--- src/rtl/cpu_run_ctrl_pkg.sv ---
// Shared definitions for the CPU run/step/breakpoint controller:
// controller state codes, stop-cause codes and the default halt opcode.
package cpu_run_ctrl_pkg;

  // Controller state, encoded exactly as presented on the state output.
  typedef enum logic [2:0] {
    ST_HOLD = 3'd0,
    ST_IDLE = 3'd1,
    ST_RUN  = 3'd2,
    ST_STEP = 3'd3,
    ST_STOP = 3'd4
  } run_state_e;

  // Reason for the most recent stop, encoded as presented on stop_cause.
  typedef enum logic [1:0] {
    CAUSE_NONE = 2'd0,
    CAUSE_USER = 2'd1,
    CAUSE_BP   = 2'd2,
    CAUSE_HALT = 2'd3
  } stop_cause_e;

  localparam logic [5:0] HALT_OP_DEFAULT = 6'b111111;

  // True in the states where the CPU is allowed to advance.
  function automatic logic is_active(input run_state_e s);
    return (s == ST_RUN) || (s == ST_STEP);
  endfunction

  // Stop-cause priority: halt opcode over breakpoint over user/step.
  function automatic stop_cause_e pick_cause(input logic halt_hit, input logic bp_hit);
    if (halt_hit)    return CAUSE_HALT;
    else if (bp_hit) return CAUSE_BP;
    else             return CAUSE_USER;
  endfunction

endpackage

--- src/rtl/cpu_run_ctrl_if.sv ---
// Debug-side bus of the run controller: requests, breakpoint programming,
// CPU observation inputs and controller status outputs.
interface cpu_run_ctrl_if #(
  parameter int PC_W  = 32,
  parameter int CYC_W = 32
);
  logic              run_req;
  logic              step_req;
  logic              halt_req;
  logic              bp_wr_en;
  logic [3:0]        bp_wr_idx;
  logic              bp_wr_valid;
  logic [PC_W-1:0]   bp_wr_addr;
  logic [PC_W-1:0]   PCout;
  logic [5:0]        op;
  logic              cpu_rst_n;
  logic              PCWre;
  logic [2:0]        state;
  logic [1:0]        stop_cause;
  logic [3:0]        bp_hit_idx;
  logic [CYC_W-1:0]  cycle_cnt;
  logic [CYC_W-1:0]  instr_cnt;

  // Debugger / CPU side: drives requests and CPU observations.
  modport master (
    output run_req, step_req, halt_req,
    output bp_wr_en, bp_wr_idx, bp_wr_valid, bp_wr_addr,
    output PCout, op,
    input  cpu_rst_n, PCWre, state, stop_cause, bp_hit_idx, cycle_cnt, instr_cnt
  );

  // Controller side.
  modport slave (
    input  run_req, step_req, halt_req,
    input  bp_wr_en, bp_wr_idx, bp_wr_valid, bp_wr_addr,
    input  PCout, op,
    output cpu_rst_n, PCWre, state, stop_cause, bp_hit_idx, cycle_cnt, instr_cnt
  );
endinterface

--- src/rtl/cpu_run_ctrl_bp_match.sv ---
// Breakpoint slots: NUM_BP armed/address registers with PC comparators.
// Reports whether any armed slot matches the PC and the lowest such slot.
module cpu_run_ctrl_bp_match #(
  parameter int PC_W   = 32,
  parameter int NUM_BP = 4
) (
  input  logic            clk,
  input  logic            rst_n,
  input  logic            wr_en,
  input  logic [3:0]      wr_idx,
  input  logic            wr_valid,
  input  logic [PC_W-1:0] wr_addr,
  input  logic [PC_W-1:0] pc,
  input  logic            mask,
  output logic            match,
  output logic [3:0]      match_idx
);

  logic [NUM_BP-1:0] armed_q;
  logic [PC_W-1:0]   addr_q [NUM_BP];
  logic              any_hit;

  // Arm/disarm slots; indices beyond NUM_BP never compare equal, so they are dropped.
  // NOTE: sequential state uses <= so every flop samples pre-edge values regardless of block order.
  always_ff @(posedge clk or negedge rst_n) begin
    if (!rst_n) begin
      armed_q <= '0;
    end else if (wr_en) begin
      for (int i = 0; i < NUM_BP; i++) begin
        if (wr_idx == 4'(i)) armed_q[i] <= wr_valid;
      end
    end
  end

  // Capture slot addresses.
  // NOTE: the address array has no reset; a slot's address is ignored until its armed bit is set.
  always_ff @(posedge clk) begin
    if (wr_en) begin
      for (int i = 0; i < NUM_BP; i++) begin
        if (wr_idx == 4'(i)) addr_q[i] <= wr_addr;
      end
    end
  end

  // Compare every armed slot; scanning downward leaves the lowest match index.
  // NOTE: defaults are assigned first so no path through this block infers a latch.
  always_comb begin
    any_hit   = 1'b0;
    match_idx = '0;
    for (int i = NUM_BP - 1; i >= 0; i--) begin
      if (armed_q[i] && (addr_q[i] == pc)) begin
        any_hit   = 1'b1;
        match_idx = 4'(i);
      end
    end
  end

  assign match = any_hit & ~mask;

endmodule

--- src/rtl/cpu_run_ctrl.sv ---
// Run/step/breakpoint controller for the single-cycle CPU: sequences the
// CPU reset, gates PCWre, counts cycles/instructions and stops on halt
// opcode, breakpoint or user request.
module cpu_run_ctrl
  import cpu_run_ctrl_pkg::*;
#(
  parameter int         PC_W     = 32,
  parameter int         NUM_BP   = 4,
  parameter int         CYC_W    = 32,
  parameter logic [5:0] HALT_OP  = HALT_OP_DEFAULT,
  parameter int         RST_HOLD = 2
) (
  input logic           CLK,
  input logic           Reset,
  cpu_run_ctrl_if.slave bus
);

  localparam int               HOLD_W    = (RST_HOLD > 1) ? $clog2(RST_HOLD) : 1;
  localparam logic [HOLD_W-1:0] HOLD_LAST = HOLD_W'(RST_HOLD - 1);

  run_state_e        state_q, state_d;
  stop_cause_e       cause_q, cause_d;
  logic [3:0]        hit_q, hit_d;
  logic              skip_q, skip_d;
  logic [HOLD_W-1:0] hold_cnt_q;
  logic [CYC_W-1:0]  cyc_q, ins_q;
  logic              cpu_rst_q;

  logic              bp_match;
  logic [3:0]        bp_idx;
  logic              halt_op;
  logic              active;
  logic              pcwre;

  cpu_run_ctrl_bp_match #(
    .PC_W   (PC_W),
    .NUM_BP (NUM_BP)
  ) u_bp (
    .clk       (CLK),
    .rst_n     (Reset),
    .wr_en     (bus.bp_wr_en),
    .wr_idx    (bus.bp_wr_idx),
    .wr_valid  (bus.bp_wr_valid),
    .wr_addr   (bus.bp_wr_addr),
    .pc        (bus.PCout),
    .mask      (skip_q),
    .match     (bp_match),
    .match_idx (bp_idx)
  );

  // The stopping instruction is suppressed in the same cycle it is seen.
  assign halt_op = (bus.op == HALT_OP);
  assign active  = is_active(state_q);
  assign pcwre   = active & ~halt_op & ~bp_match;

  // Next-state, stop-cause capture and breakpoint-skip control.
  always_comb begin
    state_d = state_q;
    cause_d = cause_q;
    hit_d   = hit_q;
    skip_d  = skip_q;
    case (state_q)
      ST_HOLD: begin
        if (hold_cnt_q == HOLD_LAST) state_d = ST_IDLE;
      end
      ST_IDLE, ST_STOP: begin
        // A halt-opcode stop is terminal until Reset.
        if (!(state_q == ST_STOP && cause_q == CAUSE_HALT) && (bus.run_req || bus.step_req)) begin
          state_d = bus.run_req ? ST_RUN : ST_STEP;
          // Resuming from a breakpoint must not re-hit the same PC.
          if (state_q == ST_STOP && cause_q == CAUSE_BP) skip_d = 1'b1;
        end
      end
      ST_RUN, ST_STEP: begin
        skip_d = 1'b0;
        if (state_q == ST_STEP || halt_op || bp_match || bus.halt_req) begin
          state_d = ST_STOP;
          cause_d = pick_cause(halt_op, bp_match);
          if (bp_match && !halt_op) hit_d = bp_idx;
        end
      end
      default: state_d = ST_HOLD;
    endcase
  end

  // Controller state registers; cpu_rst_n follows the state leaving HOLD.
  always_ff @(posedge CLK or negedge Reset) begin
    if (!Reset) begin
      state_q   <= ST_HOLD;
      cause_q   <= CAUSE_NONE;
      hit_q     <= '0;
      skip_q    <= 1'b0;
      cpu_rst_q <= 1'b0;
    end else begin
      state_q   <= state_d;
      cause_q   <= cause_d;
      hit_q     <= hit_d;
      skip_q    <= skip_d;
      cpu_rst_q <= (state_d != ST_HOLD);
    end
  end

  // Count the cycles spent holding the CPU in reset after Reset release.
  always_ff @(posedge CLK or negedge Reset) begin
    if (!Reset) begin
      hold_cnt_q <= '0;
    end else if (state_q == ST_HOLD && hold_cnt_q != HOLD_LAST) begin
      hold_cnt_q <= hold_cnt_q + HOLD_W'(1);
    end
  end

  // Saturating cycle and retired-instruction counters.
  always_ff @(posedge CLK or negedge Reset) begin
    if (!Reset) begin
      cyc_q <= '0;
      ins_q <= '0;
    end else begin
      if (active && cyc_q != '1) cyc_q <= cyc_q + CYC_W'(1);
      if (pcwre && ins_q != '1)  ins_q <= ins_q + CYC_W'(1);
    end
  end

  assign bus.cpu_rst_n  = cpu_rst_q;
  assign bus.PCWre      = pcwre;
  assign bus.state      = state_q;
  assign bus.stop_cause = cause_q;
  assign bus.bp_hit_idx = hit_q;
  assign bus.cycle_cnt  = cyc_q;
  assign bus.instr_cnt  = ins_q;

endmodule
--- src/flat_wrapper.sv ---
// flat-port wrapper written by rule: the top's interface ports become plain ports
module cpu_run_ctrl_flat import cpu_run_ctrl_pkg::*;
#(
  parameter int         PC_W     = 32,
  parameter int         NUM_BP   = 4,
  parameter int         CYC_W    = 32,
  parameter logic [5:0] HALT_OP  = HALT_OP_DEFAULT,
  parameter int         RST_HOLD = 2
)
  (CLK, Reset, bus_run_req, bus_step_req, bus_halt_req, bus_bp_wr_en, bus_bp_wr_idx, bus_bp_wr_valid, bus_bp_wr_addr, bus_PCout, bus_op, bus_cpu_rst_n, bus_PCWre, bus_state, bus_stop_cause, bus_bp_hit_idx, bus_cycle_cnt, bus_instr_cnt);
  cpu_run_ctrl_if #(.PC_W(PC_W), .CYC_W(CYC_W)) bus_i ();
  input logic CLK;
  input logic Reset;
  input wire logic [$bits(bus_i.run_req)-1:0] bus_run_req;
  input wire logic [$bits(bus_i.step_req)-1:0] bus_step_req;
  input wire logic [$bits(bus_i.halt_req)-1:0] bus_halt_req;
  input wire logic [$bits(bus_i.bp_wr_en)-1:0] bus_bp_wr_en;
  input wire logic [$bits(bus_i.bp_wr_idx)-1:0] bus_bp_wr_idx;
  input wire logic [$bits(bus_i.bp_wr_valid)-1:0] bus_bp_wr_valid;
  input wire logic [$bits(bus_i.bp_wr_addr)-1:0] bus_bp_wr_addr;
  input wire logic [$bits(bus_i.PCout)-1:0] bus_PCout;
  input wire logic [$bits(bus_i.op)-1:0] bus_op;
  output wire logic [$bits(bus_i.cpu_rst_n)-1:0] bus_cpu_rst_n;
  output wire logic [$bits(bus_i.PCWre)-1:0] bus_PCWre;
  output wire logic [$bits(bus_i.state)-1:0] bus_state;
  output wire logic [$bits(bus_i.stop_cause)-1:0] bus_stop_cause;
  output wire logic [$bits(bus_i.bp_hit_idx)-1:0] bus_bp_hit_idx;
  output wire logic [$bits(bus_i.cycle_cnt)-1:0] bus_cycle_cnt;
  output wire logic [$bits(bus_i.instr_cnt)-1:0] bus_instr_cnt;
  assign bus_i.run_req = bus_run_req;
  assign bus_i.step_req = bus_step_req;
  assign bus_i.halt_req = bus_halt_req;
  assign bus_i.bp_wr_en = bus_bp_wr_en;
  assign bus_i.bp_wr_idx = bus_bp_wr_idx;
  assign bus_i.bp_wr_valid = bus_bp_wr_valid;
  assign bus_i.bp_wr_addr = bus_bp_wr_addr;
  assign bus_i.PCout = bus_PCout;
  assign bus_i.op = bus_op;
  assign bus_cpu_rst_n = bus_i.cpu_rst_n;
  assign bus_PCWre = bus_i.PCWre;
  assign bus_state = bus_i.state;
  assign bus_stop_cause = bus_i.stop_cause;
  assign bus_bp_hit_idx = bus_i.bp_hit_idx;
  assign bus_cycle_cnt = bus_i.cycle_cnt;
  assign bus_instr_cnt = bus_i.instr_cnt;
  cpu_run_ctrl #(.PC_W(PC_W), .NUM_BP(NUM_BP), .CYC_W(CYC_W), .HALT_OP(HALT_OP), .RST_HOLD(RST_HOLD)) u_core (.CLK(CLK), .Reset(Reset), .bus(bus_i));
endmodule
--- config.mk ---
export PLATFORM = sky130hd
export DESIGN_NAME = cpu_run_ctrl_flat
export DESIGN_NICKNAME = d
export VERILOG_FILES = /design/src/rtl/cpu_run_ctrl_pkg.sv /design/src/rtl/cpu_run_ctrl_if.sv /design/src/rtl/cpu_run_ctrl_bp_match.sv /design/src/rtl/cpu_run_ctrl.sv /design/src/flat_wrapper.sv
export SDC_FILE = /design/constraint.sdc
export NUM_CORES = 1
export LEC_CHECK = 0
export CELL_PAD_IN_SITES_DETAIL_PLACEMENT = 1
export CELL_PAD_IN_SITES_GLOBAL_PLACEMENT = 2
export CORE_UTILIZATION = 33
export DETAILED_ROUTE_END_ITERATION = 10
export PLACE_DENSITY_LB_ADDON = 0.15
export SYNTH_ARGS = -nofsm -noshare
export SYNTH_HDL_FRONTEND = slang
export SYNTH_SLANG_ARGS = --single-unit
--- constraint.sdc ---
create_clock -name CLK -period 2.1 [get_ports CLK]
set_input_delay 0.315 -clock CLK [delete_from_list [all_inputs] [get_ports CLK]]
set_output_delay 0.315 -clock CLK [all_outputs]
set_load 0.005 [all_outputs]
# ---- After elaboration in Yosys (flattened, before gate mapping)
# Memory sizes are Yosys's and may differ from the RTL's.
# Index checks and enable logic that the tools add are counted.
# Widths: inputs -> output; s select.
dict set report totals {
  regBits 80
  mem_bits_rw 128
  input_bits 81
  out_inout_bits 75
  elab_cells 114
  n_memories 1
}
dict set report classes {
  n_addsub 3
  n_eq_ne 18
  mux 39
  bitwise_logic 7
  n_reduce_logical 34
}
# memory depth width read_ports rd_clocked_by_memory_dff write_ports line_no
set mem_list {}
lappend mem_list {u_core.u_bp.addr_q 4 32 4 0 1 cpu_run_ctrl_bp_match.sv:20} ;# logic [PC_W-1:0] addr_q [NUM_BP];
# operator n
set op_table {}
lappend op_table {{$eq 32x32->1} 4}
lappend op_table {{$mux 32} 3}
lappend op_table {{$reduce_or 32->1} 3}
lappend op_table {{$add 32x1->32 const B} 2}
lappend op_table {{$ne 32x32->1 const B} 2}
lappend op_table {{$mux 1} 22}
lappend op_table {{$mux 2} 6}
lappend op_table {{$mux 4} 3}
lappend op_table {{$logic_and 1x1->1} 11}
lappend op_table {{$reduce_and 2->1} 5}
lappend op_table {{$mux 3} 3}
lappend op_table {{$pmux 3 s3} 1}
lappend op_table {{$eq 4x2->1 const B} 2}
lappend op_table {{$eq 3x2->1 const B} 2}
lappend op_table {{$eq 6x6->1 const B} 1}
lappend op_table {{$reduce_and 3->1} 2}
lappend op_table {{$logic_or 1x1->1} 5}
lappend op_table {{$eq 2x2->1 const B} 2}
lappend op_table {{$eq 4x1->1 const B} 1}
lappend op_table {{$logic_not 4->1} 1}
lappend op_table {{$ne 2x1->1 const B} 2}
lappend op_table {{$not 1->1} 4}
lappend op_table {{$reduce_or 2->1} 2}
lappend op_table {{$and 1x1->1} 3}
lappend op_table {{other kinds (8)} 9}

# ---- Logic depth before layout (Yosys ltp)
# Gate-level depths: netlist of run 1.
# An unclocked memory read counts as a cell.
dict set report depth {
  word_depth 13
  mapped_depth 9
}

# ---- Hierarchy
# A second synthesis of run 1 with hierarchy kept.
dict set report hier_totals {
  cells_unflattened 673
  area_unflattened_um2 9185.1
}
# module instances cells_each area_per_inst_um2
set modules_own_cells {}
lappend modules_own_cells {cpu_run_ctrl_bp_match 1 329 5489.0}
lappend modules_own_cells {cpu_run_ctrl 1 344 3696.0}

# ---- Worst setup path after synthesis of run 1
# No wires, ideal clock.
dict set report synth_path {
  path_type {in2reg}
  start {input port bus_bp_wr_idx[3]}
  end {register u_core.u_bp.armed_q[2]}
  setup_time_ns 0.125
  t_arrival_ns 3.444
  required_ns 1.975
  path_slack_ns -1.469
  cell_stages 4
  cell_sequence {nor2_1 -> nand2_1 -> nor3b_1 -> mux2_2}
}
dict set report synth_via {
  elab_chain_len 2
}
# item line_no
set synth_lines {}
lappend synth_lines {{start: declaration} flat_wrapper.sv:18} ;# input wire logic [$bits(bus_i.bp_wr_idx)-1:0] bus_bp_wr_idx;
lappend synth_lines {{$eq 4x2->1} cpu_run_ctrl_bp_match.sv:30} ;# if (wr_idx == 4'(i)) armed_q[i] <= wr_valid;
lappend synth_lines {{$reduce_and 2->1 (no line)} n/a}
lappend synth_lines {{end signal: indexed assignment} cpu_run_ctrl_bp_match.sv:30}
lappend synth_lines {{end: declaration} cpu_run_ctrl_bp_match.sv:19} ;# logic [NUM_BP-1:0] armed_q;
# Every way passes these cells.
# A chain may end at the register's enable or synchronous reset.

==> flow_metrics.py, run 1 <==
metrics = {
    "run_status": {
        "outcome": "finished with violations",
        "violations": "negative setup slack",
    },
    "setup_path": {
        "start_kind": "flip-flop",
        "endpoint_kind": "output port",
        "path_cells": "xor2_2 > nor4_4 > buf_4 > nand4_1 > or3_4 > a41oi_4 > nor2_4 > buf_2",
        "worstPathArrival_ns": 2.54,
        "cp_num_buf_inv": 2,
        "crit_type": "reg2out",
        "critPathSlowestCell": "edfxtp_1",
        "crit_path_max_fanout": 3,
        "required_ns": 1.78,
        "ff2ff_setup_slack_ns": -0.57,
        "slowest_delay_ns": 0.41,
        "crit_family": "simple AND/OR/NAND/NOR gates",
    },
    "timing": {
        "setup_ws_ns": -0.751,
        "slew_headroom_pct": 65.1,
        "rsz0062_at_grt": "true",
        "fmax_mhz": 351,
        "worst_pin_slew_ns": 0.510,
        "setup_tns_ns": -19.74,
        "whs_ns": 0.303,
        "hold_viol": 0,
        "layout_min_cycle_time_ns": 2.85,
        "slew_violations": 0,
        "fin_crit_sh_pct": 136,
        "finClkSkew_ns": 0.0282,
        "setup_viol": 38,
    },
    "die": {
        "ios": 156,
        "row_count": 60,
        "core_area_um2": 27000,
        "fp.dieW_um": 168,
        "die_area_um2": 28100,
        "initial_utilization_pct": 33.6,
        "fp.dieH_um": 168,
    },
    "placement": {
        "dp.cells": 1284,
        "port-buffer-count": 153,
        "dpl.hpwl_um": 19800,
        "dp_slack_ns": -1.22,
        "gp_congestion": 0.787,
    },
    "routing": {
        "wire_per_inst_um": 19.7,
        "ant_nets": 0,
        "vias_per_cell": 4.81,
        "drt-total-wl_um": 26300,
        "drtIter0Drc": 303,
        "drc": 0,
        "via_count": 6426,
        "drt_pass1_iterations": 4,
    },
    "synth": {
        "ys_seq_elements": 206,
        "synth_area_leaders": "edfxtp_1, dfrtp_1, xor2_1",
        "syn_inst": 672,
        "dominantRegCellSynth": "edfxtp_1",
        "synth_edf_count": 128,
        "synth_top_cell_area_share_pct": 42.4,
        "synth.avg_cell_area_um2": 13.5,
        "ys_warn_count": 0,
        "synthArstFlopShare_pct": 37.9,
        "synth_area_leader_cell": "edfxtp_1",
        "synth-seq-area-share_pct": 64.0,
        "syn_area_um2": 9060,
        "synthDistinctLibCells": 43,
    },
    "cells_and_area": {
        "layout.nets": 1059,
        "area_delta_synth_final_pct": 44.2,
        "seq_area_um2": 5800,
        "fill_cells": 2725,
        "most-common-layout-cells": "clkdlybuf4s50_1, edfxtp_1, buf_4",
        "multi_input_area_um2": 3360,
        "final_cells": 1337,
        "final_common_cell": "clkdlybuf4s50_1",
        "drive_gt1_share_pct": 21.8,
    },
    "clocking": {
        "htree_levels": 1,
        "path_clk_slew_ns": 0.06,
        "cts_tree": "yes",
        "clk_latency_ns": 0.53,
        "clockRootBuffer": "clkbuf_16",
        "numCtsBuffers": 24,
        "cts_sinks": 206,
        "ctsLongestPathBuffers": 3,
    },
    "pwr": {
        "cellPowerDensity_nw_per_um2": 810,
        "p_leak_uw": 0.00523,
        "ir_worst_vdd_uv": 596,
        "finalPower_uw": 10600,
    },
    "grt": {
        "grt_pass1_wl_um": 40900,
        "grt_usage_pct": 19.0,
        "grt.overflow.total": 0,
        "antenna_found_initial": 6,
        "grt_max_degree": 37,
        "grt_pass1_vias": 7223,
    },
    "flow_run": {
        "cap_viol_max_count": 0,
    },
    "min_path": {
        "hold_class": "in2async",
    },
}
[metrics by stage]
| stage | utilization, % | instance area, um2 |
|---|---|---|
| 2_1_floorplan | - | 9110 |
| 3_3_place_gp | 44.8 | 12100 |
| 3_5_place_dp | 44.8 | 12100 |
| 4_1_cts | 48.0 | 12900 |
| 5_1_grt | 48.5 | 13100 |
| 6_report | 48.5 | 13100 |
[what timing repair did]
| item | 4_1_cts | 5_1_grt |
|---|---|---|
| hold buffers | 1 | 0 |
| endpoints found under the setup margin | 48 | 63 |
| resized for setup | 16 | 22 |
| pin swaps | 8 | 13 |
| buffers inserted | 2 | 5 |
| hold endpoints to repair | 29 | 0 |
[cell families (layout without fill, tap and decap cells)]
group / Yosys count / after routing / share of synthesized area (%)
fa+ha+maj: 2 / 2 / 0.276
flops: 206 / 206 / 64.0
buf+inv: 20 / 341 / 1.15
other cells: 1 / 4 / 0.0414
xor+xnor: 189 / 189 / 18.3
compound gates: 22 / 22 / 1.75
simple gates: 224 / 224 / 13.5
mux: 8 / 8 / 1.02
[power by group]
part / switching [uW] / internal [uW] / total, uW / leakage (uW)
clock: 1710 / 2290 / 4000 / 0.000378
combinational: 820 / 1060 / 1880 / 0.00266
sequential: 175 / 4540 / 4710 / 0.00219
total: 2700 / 7890 / 10600 / 0.00523
[per-layer routing]
layer / GRT usage (%) / routed length [um] / part of all wire (%)
met1: 23.8 / 11500 / 44
met2: 34.4 / 13300 / 51
met3: 3.38 / 1100 / 4.2
met4: 3.63 / 340 / 1.3
met5: 0 / 34 / 0.13
[worst paths after layout]
path                                                start                        end  cells past startpoint
worst max-delay path            u_core.u_bp.addr_q[3][24]                  bus_PCWre                      8
worst min-delay path                                Reset   u_core.bus.instr_cnt[27]                      2
worst max register to register  u_core.u_bp.addr_q[3][24]    u_core.bus.instr_cnt[1]                     10
worst min register to register   u_core.bus.instr_cnt[13]   u_core.bus.instr_cnt[13]                      1
max in group asynchronous                           Reset     u_core.u_bp.armed_q[2]                      3
min in group CLK                       bus_bp_wr_addr[17]  u_core.u_bp.addr_q[2][17]                      1
[final cells by class]
| cell class | count | share of cell area (%) |
|---|---|---|
| Inverter | 6 | 0.172 |
| Timing Repair Buffer | 291 | 20.6 |
| Multi-Input combinational cell | 447 | 25.7 |
| Tap cell | 341 | 3.26 |
| Sequential cell | 206 | 44.3 |
| Clock buffer | 32 | 5.15 |
| Clock inverter | 12 | 0.670 |
| Antenna cell | 2 | 0.0383 |
[synthesized netlist by cell type (3+ instances only)]
master and instances:
edfxtp_1 128, xor2_1 110, xnor2_1 79, dfrtp_1 78, nand3_1 35, nor2_1 33
nand4_1 32, nand2_1 27, nor3_1 26, nor4_1 20, and3_1 18, o21ai_0 10
and4_1 9, clkbuf_1 7, and2_1 6, inv_1 6, a21oi_1 5, mux2_2 5
nor3b_1 4, nor4b_1 4, buf_4 3
[registers in the layout (all words and copies together), names as in the netlist]
| signal | flops |
|---|---|
| u_core.u_bp.addr_q | 128 |
| u_core.bus.cycle_cnt | 32 |
| u_core.bus.instr_cnt | 32 |
| u_core.u_bp.armed_q | 4 |
| u_core.bus.state | 3 |
| u_core.bus.bp_hit_idx | 2 |
| u_core.bus.stop_cause | 2 |
| u_core.bus.cpu_rst_n | 1 |
| u_core.hold_cnt_q | 1 |
| u_core.skip_q | 1 |
No activity file was read; power rests on OpenSTA's default activity.
==> inputs of run 2 (changes only) <==
CORE_UTILIZATION = 34   (was 33)
CTS_BUF_LIST = sky130_fd_sc_hd__clkbuf_4 sky130_fd_sc_hd__clkbuf_8   (was unset)
==> run 2 against run 1 <==
- the flow finishes with violations (design-rule violations, negative setup slack)
- combinational power shrank 6%
- clock power grew 5.5%
- power grew 1.1%
- via count is essentially flat
- routed wire length shrank 3.2%
- fmax grew 1.5%
- flip-flop and latch count is the same
- first-iteration DRC count shrank 13%
- largest cell class unchanged
==> flow_metrics.py, run 2 (synthesis results as in run 1) <==
metrics = {
    "cells_and_area": {
        "most-common-layout-cells": "clkdlybuf4s50_1, edfxtp_1, xor2_1",
        "regMostFlops": "u_core.u_bp.addr_q",
        "drive_gt1_share_pct": 22.4,
        "final_area_um2": 13000,
        "layout.nets": 1054,
        "fill_cells": 2762,
        "final_common_cell": "clkdlybuf4s50_1",
        "largest_reg_flops": 128,
        "fin_util_pct": 49.6,
        "area_delta_synth_final_pct": 43.1,
    },
    "die": {
        "ios": 156,
        "fp.dieH_um": 165,
        "core_area_um2": 26100,
        "die_area_um2": 27300,
        "row_count": 59,
        "initial_utilization_pct": 34.7,
        "fp.dieW_um": 165,
    },
    "grt": {
        "grt_usage_pct": 19.0,
        "antenna_found_initial": 2,
        "grt_max_degree": 46,
        "grt.overflow.total": 0,
        "grt_pass1_wl_um": 39200,
        "grt_pass1_vias": 7085,
    },
    "routing": {
        "drtIter0Drc": 264,
        "wire_per_inst_um": 19.0,
        "via_count": 6432,
        "drc": 40,
        "ant_nets": 0,
        "drt_pass1_iterations": 8,
        "drt-total-wl_um": 25500,
        "vias_per_cell": 4.81,
    },
    "timing": {
        "slew_headroom_pct": 66.4,
        "layout_min_cycle_time_ns": 2.81,
        "setup_ws_ns": -0.710,
        "worst_pin_slew_ns": 0.502,
        "fin_crit_sh_pct": 134,
        "slew_violations": 0,
        "hold_viol": 0,
        "rsz0062_at_grt": "true",
        "fmax_mhz": 356,
        "finClkSkew_ns": 0.0187,
        "setup_viol": 38,
    },
    "clocking": {
        "numCtsBuffers": 39,
        "cts_sinks": 206,
        "cts_tree": "yes",
        "htree_levels": 2,
        "ctsLongestPathBuffers": 3,
        "clockRootBuffer": "clkbuf_8",
        "path_clk_slew_ns": 0.06,
        "clk_latency_ns": 0.53,
    },
    "setup_path": {
        "crit_type": "reg2out",
        "crit_path_max_fanout": 2,
        "endpoint_kind": "output port",
        "start_kind": "flip-flop",
        "required_ns": 1.78,
        "worstPathArrival_ns": 2.49,
    },
    "run_status": {
        "violations": "design-rule violations, negative setup slack",
        "outcome": "finished with violations",
    },
    "flow_run": {
        "cap_viol_max_count": 0,
    },
    "placement": {
        "gp_congestion": 0.824,
        "place_area_um2": 11900,
        "dpl.hpwl_um": 18900,
        "port-buffer-count": 153,
    },
    "pwr": {
        "finalPower_uw": 10700,
        "p_leak_uw": 0.00519,
        "ir_worst_vdd_uv": 548,
        "cellPowerDensity_nw_per_um2": 825,
    },
    "min_path": {
        "hold_class": "in2async",
    },
}
run 2: cell count changes in the layout (fill, tap and decap cells not counted), sizes merged:
cell      delta
inv          -3
clkinvlp     +1
bufinv       +3
clkinv       +3
clkbuf      +24
buf         -20
diode        -1
run 2: area by class of cell:
class	count	area (um2)	share of cell area [%]
multi-input combinational	447	3330	25.6
tap	335	419	3.23
antenna	1	2.50	0.0193
sequential	206	5800	44.7
clock inverter	16	156	1.21
timing repair buffer	271	2550	19.7
clock buffer	56	696	5.36
inverter	6	22.5	0.174
run 2: worst max-delay path, cell delays in order (launching register included):
cell	delay [ns]
edfxtp_1	0.37
xor2_1	0.22
nor3_1	0.29
buf_4	0.16
nand3_1	0.07
or3_4	0.42
a41oi_4	0.27
nor2_4	0.05
buf_2	0.12
run 2: worst paths after layout:
kind	slack, ns	cells past startpoint	start	end
hold reg to reg	0.48	1	u_core.bus.instr_cnt[13]	u_core.bus.instr_cnt[13]
setup reg to reg	-0.64	11	u_core.u_bp.addr_q[3][25]	u_core.bus.instr_cnt[1]
setup / recovery	-0.71	8	u_core.u_bp.addr_q[3][25]	bus_PCWre
hold / removal	0.30	2	Reset	u_core.bus.instr_cnt[23]
max in group asynchronous	1.15	3	Reset	u_core.bus.cycle_cnt[11]
min in group CLK	0.44	1	bus_bp_wr_addr[4]	u_core.u_bp.addr_q[1][4]
run 2: power breakdown:
part | internal (uW) | switching, uW
clock | 2520 | 1710
sequential | 4540 | 170
combinational | 986 | 787
total | 8040 | 2660
run 2: per-stage QoR:
stage	std cells	hold WS, ns	worst slack, ns	TNS [ns]
after floorplan	673	0.0194	-0.0233	-0.0372
after global placement	1257	0.302	-1.15	-38.28
after detailed placement	1257	0.314	-1.22	-41.61
after CTS	1331	0.291	-0.786	-17.47
after global routing	1337	0.326	-0.810	-21.70
final	1338	0.295	-0.710	-17.62
run 2: metal layers:
metal / up-vias / routed length, um / global-route usage (%)
li1: 3031 / - / -
met1: 3203 / 11100 / 24.6
met2: 152 / 12400 / 32.1
met3: 44 / 1390 / 3.87
met4: 2 / 524 / 5.42
met5: - / 13 / 0
run 2: repair_timing:
action | 4_1_cts | 5_1_grt
buffers inserted | 1 | 6
setup endpoints to repair | 42 | 58
hold buffers | 1 | 0
pin swaps | 4 | 10
gates cloned | 0 | 0
hold endpoints to repair | 33 | 0
gates resized for setup | 14 | 19
